==> config.mk <==
export PLATFORM = sky130hd
export DESIGN_NAME = receiver
export DESIGN_NICKNAME = d
export VERILOG_FILES = /design/src/rtl/receiver_pkg.sv /design/src/rtl/ones_complement_adder.sv /design/src/rtl/receiver.sv
export SDC_FILE = /design/constraint.sdc
export NUM_CORES = 1
export LEC_CHECK = 0
export ABC_AREA = 1
export ABC_CLOCK_PERIOD_IN_PS = 6700
export CAP_MARGIN = 20
export CORE_MARGIN = 5
export CORE_UTILIZATION = 49
export CTS_CLUSTER_SIZE = 8
export DETAILED_ROUTE_END_ITERATION = 12
export DONT_BUFFER_PORTS = 1
export PLACE_DENSITY = 0.63
export SETUP_SLACK_MARGIN = 0.1
export SYNTH_ARGS = -nofsm -noshare
export SYNTH_HDL_FRONTEND = slang
export SYNTH_HIERARCHICAL = 1
export SYNTH_SLANG_ARGS = --single-unit
==> constraint.sdc <==
create_clock -name clk -period 6.7 [get_ports clk]
set_clock_uncertainty 0.1 [all_clocks]
set_input_delay 1.005 -clock clk [delete_from_list [all_inputs] [get_ports clk]]
set_output_delay 1.005 -clock clk [all_outputs]
set_load 0.01 [all_outputs]
==> src/rtl/receiver_pkg.sv <==
// Shared constants and helpers for the frame checksum receiver.
// Holds the default frame geometry, the all-ones "checksum good" pattern
// and the end-around-carry add used by the adder chain.
package receiver_pkg;

  localparam int DEFAULT_WIDTH = 16;
  localparam int DEFAULT_WORDS = 3;

  localparam logic [DEFAULT_WIDTH-1:0] ALL_ONES = {DEFAULT_WIDTH{1'b1}};

  // One's-complement add: the carry out of the top bit wraps back into bit 0.
  function automatic logic [DEFAULT_WIDTH-1:0] oc_add(
    input logic [DEFAULT_WIDTH-1:0] a,
    input logic [DEFAULT_WIDTH-1:0] b
  );
    logic [DEFAULT_WIDTH:0] s;
    s = {1'b0, a} + {1'b0, b};
    return s[DEFAULT_WIDTH-1:0] + {{(DEFAULT_WIDTH-1){1'b0}}, s[DEFAULT_WIDTH]};
  endfunction

endpackage

==> src/rtl/ones_complement_adder.sv <==
// Combinational WIDTH-bit one's-complement adder (end-around carry).
// The default width reuses the package helper; other widths use the same
// arithmetic written out for the parameterised width.
module ones_complement_adder
  import receiver_pkg::*;
#(
  parameter int WIDTH = DEFAULT_WIDTH
) (
  input  logic [WIDTH-1:0] a,
  input  logic [WIDTH-1:0] b,
  output logic [WIDTH-1:0] sum
);

  generate
    if (WIDTH == DEFAULT_WIDTH) begin : g_pkg_add
      // Default width: share the package function so there is one definition of the add.
      always_comb begin
        sum = oc_add(a, b);
      end
    end else begin : g_generic_add
      logic [WIDTH:0] wide;

      // Other widths: add with one extra bit, then fold the carry back into the LSB.
      always_comb begin
        wide = {1'b0, a} + {1'b0, b};
        sum  = wide[WIDTH-1:0] + {{(WIDTH-1){1'b0}}, wide[WIDTH]};
      end
    end
  endgenerate

endmodule

==> src/rtl/receiver.sv <==
// Frame checksum receiver.
// Folds all WORDS words of a frame (checksum word included) through a chain of
// one's-complement adders and flags the frame good when the result is all ones.
// ok/ok_valid are registered one cycle after data_valid.
// Optional feature: define RECEIVER_ERR_COUNT_EN to enable the saturating
// failed-frame counter on err_count; otherwise err_count reads as zero.
module receiver
  import receiver_pkg::*;
#(
  parameter int WIDTH = DEFAULT_WIDTH,
  parameter int WORDS = DEFAULT_WORDS
) (
  input  logic                   clk,
  input  logic                   rst,
  input  logic                   data_valid,
  input  logic [WORDS*WIDTH-1:0] data,
  output logic                   ok_valid,
  output logic                   ok,
  output logic [15:0]            err_count
);

  logic [WIDTH-1:0] partial [WORDS];
  logic [WIDTH-1:0] good_pattern;
  logic             frame_good;

  // Word 0 sits in the top bits of the frame and seeds the fold.
  assign partial[0] = data[WORDS*WIDTH-1 -: WIDTH];

  generate
    for (genvar i = 1; i < WORDS; i++) begin : g_chain
      ones_complement_adder #(
        .WIDTH (WIDTH)
      ) u_add (
        .a   (partial[i-1]),
        .b   (data[WORDS*WIDTH-1-i*WIDTH -: WIDTH]),
        .sum (partial[i])
      );
    end

    if (WIDTH == DEFAULT_WIDTH) begin : g_pat_pkg
      assign good_pattern = ALL_ONES;
    end else begin : g_pat_generic
      assign good_pattern = {WIDTH{1'b1}};
    end
  endgenerate

  // Any-width all-ones result (including negative zero from an all-ones frame) is a good frame.
  always_comb begin
    frame_good = (partial[WORDS-1] == good_pattern);
  end

  // Output stage: reset wins over a frame in the same cycle; ok holds while idle.
  always_ff @(posedge clk) begin
    if (rst) begin
      ok_valid <= 1'b0;
      ok       <= 1'b0;
    end else begin
      ok_valid <= data_valid;
      if (data_valid) begin
        ok <= frame_good;
      end
    end
  end

`ifdef RECEIVER_ERR_COUNT_EN
  logic [15:0] err_cnt;

  // Count accepted bad frames, sticking at the maximum rather than wrapping.
  always_ff @(posedge clk) begin
    if (rst) begin
      err_cnt <= 16'h0000;
    end else if (data_valid && !frame_good && (err_cnt != 16'hFFFF)) begin
      err_cnt <= err_cnt + 16'h0001;
    end
  end

  assign err_count = err_cnt;
`else
  assign err_count = 16'h0000;
`endif

endmodule

### Yosys cells after proc, flatten, opt, wreduce, memory -nomap -nowiden

Index checks and enable logic that the tools add are counted.

| word-level totals | value |
|---|---|
| RAM bits | 0 |
| bits in latches | 0 |
| memories kept | 0 |
| register bits after elaboration | 2 |
| bits in read-only memories | 0 |
| word-level logic and storage cells | 7 |
| bits of input ports | 51 |
| output and inout bits | 18 |

| cells by class | value |
|---|---|
| equal/unequal tests | 1 |
| divide/modulo/power cells | 0 |
| magnitude comparators | 0 |
| reduce and logical (&&, ||, !) cells | 0 |
| bitwise operators | 0 |
| $mul | 0 |
| shift-type cells | 0 |
| add/subtract/negate cells | 4 |
| multiplexer cells | 0 |

Operator list:

| kind | count |
|---|---|
| 16-bit by 16-bit adder with 17-bit output | 2 |
| 16-bit by 1-bit adder with 16-bit output | 2 |
| 16-bit equality test, second input constant | 1 |

### Depth between registers and ports, before layout

Gate-level depths: netlist of the first run.

| logic depth | value |
|---|---|
| word-level depth | 5 |
| gate-level depth with buffers | 47 |
| gate-level depth less buffers | 47 |

### Modules after synthesis

The synthesis of the first run kept the hierarchy.

Modules (own cells, without submodules):

| module | area each (µm²) | times used | cells each | seq. area each (µm²) |
|---|---|---|---|---|
| ones_complement_adder | 1521.5 | 2 | 284 | 0.0 |
| receiver | 242.7 | 1 | 39 | 40.0 |

### Least setup slack after synthesis of the first run

No wires, ideal clock.

| timing path | value |
|---|---|
| kind | input -> register |
| start point | in data[32] |
| end point | reg ok |
| setup time | 64 ps |
| setup slack | 792 ps |
| data required time | 6536 ps |
| arrival time | 5745 ps |
| cell stages on the path | 46 |
| buffers on the path | 0 |
| cell sequence | ha_1 > fa_1 > nand2_1 > nand2_2 > nand3_2 > nand2_1 > nand2_1 > nand2_1 > a21oi_1 > o21bai_1 > ha_1 > ha_1 > inv_1 > nor2_1 > nand3_1 > nor2_2 > nand3_2 > nor2_2 > (+10 left out) > o21bai_1 > ha_1 > ha_1 > inv_1 > nor2_1 > nand3_1 > nor2_2 > nand3_2 > nor2_2 > nand2_2 > xor2_1 > inv_1 > nand2_1 > nor2_1 > nand2_1 > nor2_1 > nor2_1 > nor2_1 |

RTL lines:

| what | line | text |
|---|---|---|
| start: declaration | receiver.sv:16 | `input logic [WORDS*WIDTH-1:0] data,` |
| end signal: assignment | receiver.sv:60 | `ok <= frame_good;` |
| end: declaration | receiver.sv:18 | `output logic ok,` |

==> results of run 1 <==
## cell usage in the layout, fill, tap and decap left out, types with 10 or more instances in the layout
master and count:
nand2_1 202, inv_1 99, nand3_1 50, nand2_2 46
nor2_1 37, ha_1 20, conb_1 16, a21oi_1 16
nand4_1 12, xor2_1 12, ha_2 12, nor2_2 10
inv_2 10
## per-layer routing
| metal | global-route usage | up-vias |
|---|---|---|
| met4 | 0.01114 | 0 |
| li1 | - | 1858 |
| met5 | 0 | - |
| met3 | 0.03846 | 4 |
| met2 | 0.2865 | 97 |
| met1 | 0.2896 | 1491 |
## cell families (layout without fill, tap and decap cells)
group | Yosys count | after routing
fa+ha+maj | 38 | 38
simple gates | 392 | 392
other cells | 1 | 16
xor+xnor | 22 | 22
compound gates | 25 | 25
flops | 2 | 2
buf+inv | 127 | 116
## flip-flops by register name (all words and copies together), names as in the netlist
signal and count:
ok 1, ok_valid 1
## through the flow
stage,setup slack [ns],cells,utilization,cell area [um2]
final,0.4522,688,0.5494,3528
after global routing,0.01156,688,0.5494,3528
after CTS,0.3731,685,0.5207,3344
after detailed placement,0.1615,682,0.5143,3303
after global placement,0.4329,682,0.5143,3303
after floorplan,0.7917,622,-,3342
## cell type report
| type | instances | area (um2) | area share |
|---|---|---|---|
| multi-input cells | 493 | 2912 | 0.8252 |
| inverters | 109 | 409.1 | 0.1160 |
| well taps | 77 | 96.34 | 0.02730 |
| clock buffers | 3 | 41.29 | 0.01170 |
| flip-flops and latches | 2 | 40.04 | 0.01135 |
| repair buffers | 4 | 30.03 | 0.008511 |
## worst reg2reg max path: stages (launching register included)
cell and delay (ns):
dfxtp_1 0.33, o21bai_1 0.14, nor2_1 0.06
## what timing repair did
action	in CTS	in global routing
resized for setup	0	39
setup endpoints to repair	0	1
buffers inserted	0	3
## where the power goes
part | internal (mW) | leakage [nW] | switching (mW) | total [mW]
sequential | 0.0126 | 0.0166 | 0.000600 | 0.0132
combinational | 0.193 | 1.93 | 0.375 | 0.569
clock | 0.0379 | 0.0216 | 0.00798 | 0.0458
total | 0.244 | 1.97 | 0.384 | 0.628
## worst min-delay path by stage
stage	startpoint	to	cells past startpoint
after CTS	ok	ok	2
after floorplan	ok	ok	2
after global placement	ok	ok	2
final	ok	ok	2
after global routing	ok	ok	2
after detailed placement	ok	ok	2
==> results.py, run 1 <==
metrics = {
    "outcome": {
        "status": "completed",
    },
    "placement": {
        "gpl.final_weighted_congestion": 0.8897,
        "place.detailed.hpwl_um": 7242,
        "io_buffers": 0,
    },
    "global_route": {
        "initial_antenna_violation_count": 0,
        "globalRouteOverflowTotal": 0,
        "grt_pass1_vias": 3047,
        "gr-usage-all-layers": 0.1901,
        "grt_start_max_net_pins": 9,
        "grt_first_pass_wirelength_um": 13720,
    },
    "finish": {
        "antennaDiodeCount": 0,
        "area_growth_pct": 7.388,
        "nets": 702,
        "layout.filler_cells": 700,
        "final_layout_size_suffix_gt1_frac": 0.1915,
    },
    "sta": {
        "setup_violations": 0,
        "grt_setup_unrepaired": "no",
        "final.min_clock_period_ns": 6.248,
        "fmax_mhz": 160.1,
        "holdWs_ns": 0.4695,
        "slew_viol_final": 0,
        "setup_total_negative_slack_ns": 0,
        "finalHoldViolCount": 0,
        "timing.final.crit_share": 0.9325,
    },
    "cts": {
        "worst_setup_hold_path_clk_slew_ns": 0.03,
        "cts_buffers": 3,
        "cts-root-to-sink-buffers": 2,
        "cts.sink_count": 2,
        "clock_latency_ns": 0.20,
        "tritoncts": "yes",
        "clock_tree.root_cell": "clkbuf_8",
        "cts-htree-levels": 1,
        "total_of_hold_buffers_inserted_after_clock_tree_synthesis": 0,
    },
    "synth": {
        "post_synth_most_frequent_cells": "nand2_1 (208), inv_1 (99), nand3_1 (52)",
        "synthesis.area_per_instance_um2": 5.413,
        "synth.lib_cells_used.distinct": 31,
        "seq_area_frac_synth": 0.01219,
        "synth-edff-count": 0,
        "synthXorXnorAreaFrac": 0.06321,
        "arithmetic_cell_share_of_the_synthesized_area_counting_full_adders_half_adders_and_majority_gates": 0.1493,
        "post-synth-top-area-cell": "nand2_1",
        "synthesis_warnings": 6,
        "ys_seq_elements": 2,
        "netlist_top_cells_area": "nand2_1 (24%), ha_1 (14%), inv_1 (11%)",
        "synth-async-reset-ratio": 0,
        "synthMostInstantiatedCell": "nand2_1",
        "synthSimpleGateAreaFrac": 0.5651,
        "synth_top_area_share": 0.2376,
        "netlist_area_um2": 3286,
        "postSynthCellCount": 607,
        "synth_top_family_by_area": "simple AND/OR/NAND/NOR gates",
        "synth_area_in_compound_gates": 0.04113,
        "synthMuxAreaShare": 0,
        "synthFlopType": "dfxtp_1",
    },
    "route": {
        "wl_um": 8363,
        "drt.antenna.violating_nets": 0,
        "drc": 0,
        "met3_layer_wire_length_in_the_routed_design_um": 626,
        "detailedRoute.firstPassIterationCount": 5,
        "drt-vias-per-instance": 5.015,
        "met2_routed_length_um": 3369,
        "routed_wire_length_per_instance_um": 12.16,
        "routedLengthMet1_um": 4339,
        "top_layer_used": "met4",
        "via_count": 3450,
        "drt-initial-drc-count": 140,
    },
    "critical_path": {
        "timing.critical_path.mode_cell": "nand2_1",
        "crit_path_top_delay_cell": "ha_2",
        "critical-path-top-delay-family": "simple AND/OR/NAND/NOR gates",
        "worst_ep_arrival_time_ns": 6.29,
        "maximum_single_stage_delay_on_the_critical_path_ns": 0.36,
        "worst_setup_ep_type": "flip-flop",
        "cp-start-kind": "input pin",
        "worst_ep_required_time_ns": 6.74,
        "worstPathMaxFanout": 5,
        "worstPathBufferInverterCount": 2,
        "source_of_the_worst_register_to_register_timing_path": "ok",
        "reg2reg_setup_slack_ns": 5.96,
        "worst_setup_path_startpoint": "data[26]",
        "ff2ff_path_depth": 2,
        "crit-reg2reg-capture": "ok",
        "worst_setup_path_endpoint": "ok",
        "crit_cells": 43,
        "path_class": "input pin to flip-flop",
    },
    "flow_run": {
        "maxCapViolCount": 0,
    },
    "floorplanning": {
        "top_level_ports": 69,
        "row_count": 29,
        "initial_utilization": 0.5116,
        "dieWidth_um": 91.89,
        "die_area_um2": 8443,
        "fp.dieH_um": 91.89,
        "fp.coreArea_um2": 6422,
    },
    "power": {
        "power_density_nw_per_um2": 177.9,
        "totalPowerFinal_mw": 0.6276,
        "leakage_nw": 1.967,
        "vdd.ir_drop.worst_v": 0.00006315,
    },
    "hold_path": {
        "hold_path_class": "flip-flop to flip-flop",
    },
}
(Power assumes the default switching activity.)
==> run 2: changes to the inputs <==
Settings changed: CORE_UTILIZATION 49 to 35, GPL_TIMING_DRIVEN set to 0, PLACE_DENSITY 0.63 to 0.48.
==> run 2 against run 1 <==
Final area grew 14%. Setup slack gained 0.11 ns. First-iteration DRC count shrank 16%. Hold slack lost 0.0068 ns. Power grew 7.8%. Critical endpoint unchanged. Highest routed layer unchanged.
==> results.py, run 2 (same netlist as run 1, synthesis figures left out) <==
metrics = {
    "route": {
        "routed_wire_length_per_instance_um": 11.81,
        "drt.antenna.violating_nets": 0,
        "drt-vias-per-instance": 4.668,
        "via_count": 3534,
        "drt-initial-drc-count": 117,
        "drc": 0,
        "detailedRoute.firstPassIterationCount": 4,
        "wl_um": 8941,
    },
    "floorplanning": {
        "die_area_um2": 11430,
        "row_count": 35,
        "initial_utilization": 0.3573,
        "fp.coreArea_um2": 9196,
        "fp.dieH_um": 106.9,
        "dieWidth_um": 106.9,
        "top_level_ports": 69,
    },
    "global_route": {
        "grt_pass1_vias": 3238,
        "grt_util_met1": 0.2067,
        "gr-usage-all-layers": 0.1520,
        "met2_usage": 0.2680,
        "grt_start_max_net_pins": 9,
        "globalRouteOverflowTotal": 0,
        "grt_first_pass_wirelength_um": 14640,
        "groute.layer.met3.usage": 0.01505,
        "initial_antenna_violation_count": 0,
        "gr-max-usage-layer": "met2",
    },
    "hold_path": {
        "hold_path_class": "flip-flop to flip-flop",
        "min_delay_path_depth": 2,
    },
    "critical_path": {
        "worst_ep_required_time_ns": 6.75,
        "reg2reg_setup_slack_ns": 5.96,
        "ff2ff_path_depth": 2,
        "crit_path_top_delay_cell": "ha_4",
        "worst_setup_ep_type": "flip-flop",
        "timing.critical_path.mode_cell": "nand2_2",
        "maximum_single_stage_delay_on_the_critical_path_ns": 0.29,
        "worst_ep_arrival_time_ns": 6.19,
        "worstPathMaxFanout": 4,
        "cp-start-kind": "input pin",
        "path_class": "input pin to flip-flop",
    },
    "cts": {
        "cts-root-to-sink-buffers": 2,
        "cts_buffers": 3,
        "cts-htree-levels": 1,
        "clock_latency_ns": 0.21,
        "tritoncts": "yes",
        "total_of_hold_buffers_inserted_after_clock_tree_synthesis": 0,
        "clock_tree.root_cell": "clkbuf_8",
        "cts.sink_count": 2,
        "worst_setup_hold_path_clk_slew_ns": 0.03,
    },
    "power": {
        "power_density_nw_per_um2": 168.6,
        "leakage_nw": 2.184,
        "vdd.ir_drop.worst_v": 0.00006763,
    },
    "finish": {
        "post_layout_nonfiller_instances": 757,
        "layout.filler_cells": 1021,
        "area_growth_pct": 22.09,
        "layout.core_utilization": 0.4362,
        "antennaDiodeCount": 0,
        "final_layout_size_suffix_gt1_frac": 0.2523,
        "multi_input_comb_area_um2": 3082,
        "nets": 737,
        "layout.cells.most_common_list": "nand2_1 (199), inv_1 (99), nand3_1 (52), nand2_2 (48)",
        "mostFrequentLayoutCell": "nand2_1",
        "ff_latch_area_um2": 40.04,
        "largest_registers": "ok (1), ok_valid (1)",
    },
    "placement": {
        "gpl.final_weighted_congestion": 0.8347,
        "dp.cells": 733,
        "pre_cts_ws_ns": -0.6002,
        "io_buffers": 0,
        "place.detailed.hpwl_um": 7746,
    },
    "sta": {
        "finalHoldViolCount": 0,
        "final.min_clock_period_ns": 6.142,
        "timing.final.crit_share": 0.9168,
        "grt_setup_unrepaired": "no",
        "setup_total_negative_slack_ns": 0,
        "setup_ws_ns": 0.5576,
        "slew_viol_final": 0,
        "setup_violations": 0,
        "fmax_mhz": 162.8,
    },
    "outcome": {
        "status": "completed",
    },
    "flow_run": {
        "maxCapViolCount": 0,
    },
}
## run 2: metal layers
metal  vias to the layer above  share of wire
li1                       1922              -
met1                      1549           0.50
met2                        59           0.45
met3                         4          0.041
met4                         0         0.0038
met5                         -              0
## run 2: report_power, final
group,internal (mW),switching (mW)
registers,0.0126,0.000570
clock network,0.0380,0.00962
logic,0.233,0.382
## run 2: layout make-up
class                      instances  share of cell area
multi-input combinational        493              0.7682
inverter                         109              0.1020
timing repair buffer              21             0.03930
buffer                            18             0.03556
tap                              111             0.03462
clock buffer                       3             0.01029
sequential                         2            0.009981
## run 2: repair_timing
action                                  in CTS  in global routing
endpoints found under the setup margin       1                  1
pin swaps                                   12                 25
resized for setup                           29                 30
buffers inserted                             9                 12
## run 2: metrics by stage
step	hold slack [ns]	total power [mW]	cell area, um2
detailed placement	0.4615	0.5632	3481
finish	0.4627	0.6765	4011
CTS	0.4649	0.6404	3754
global placement	0.4544	0.5560	3481
floorplan	0.4390	0.4609	3342
global route	0.4990	0.7615	4011
## run 2: worst paths after layout
check | start | endpoint
worst max-delay path | data[34] | ok
worst min-delay path | ok | ok
worst max register to register | ok | ok
worst min register to register | ok | ok
## run 2: worst max-delay path: cells and delay by family
kind | cells | cell delay [ns]
and+or+nand+nor | 30 | 2.89
adders and majority gates | 6 | 1.25
AOI/OAI and AO/OA | 5 | 0.64
xor gates and xnor gates | 1 | 0.13
buffers and inverters | 4 | 0.25
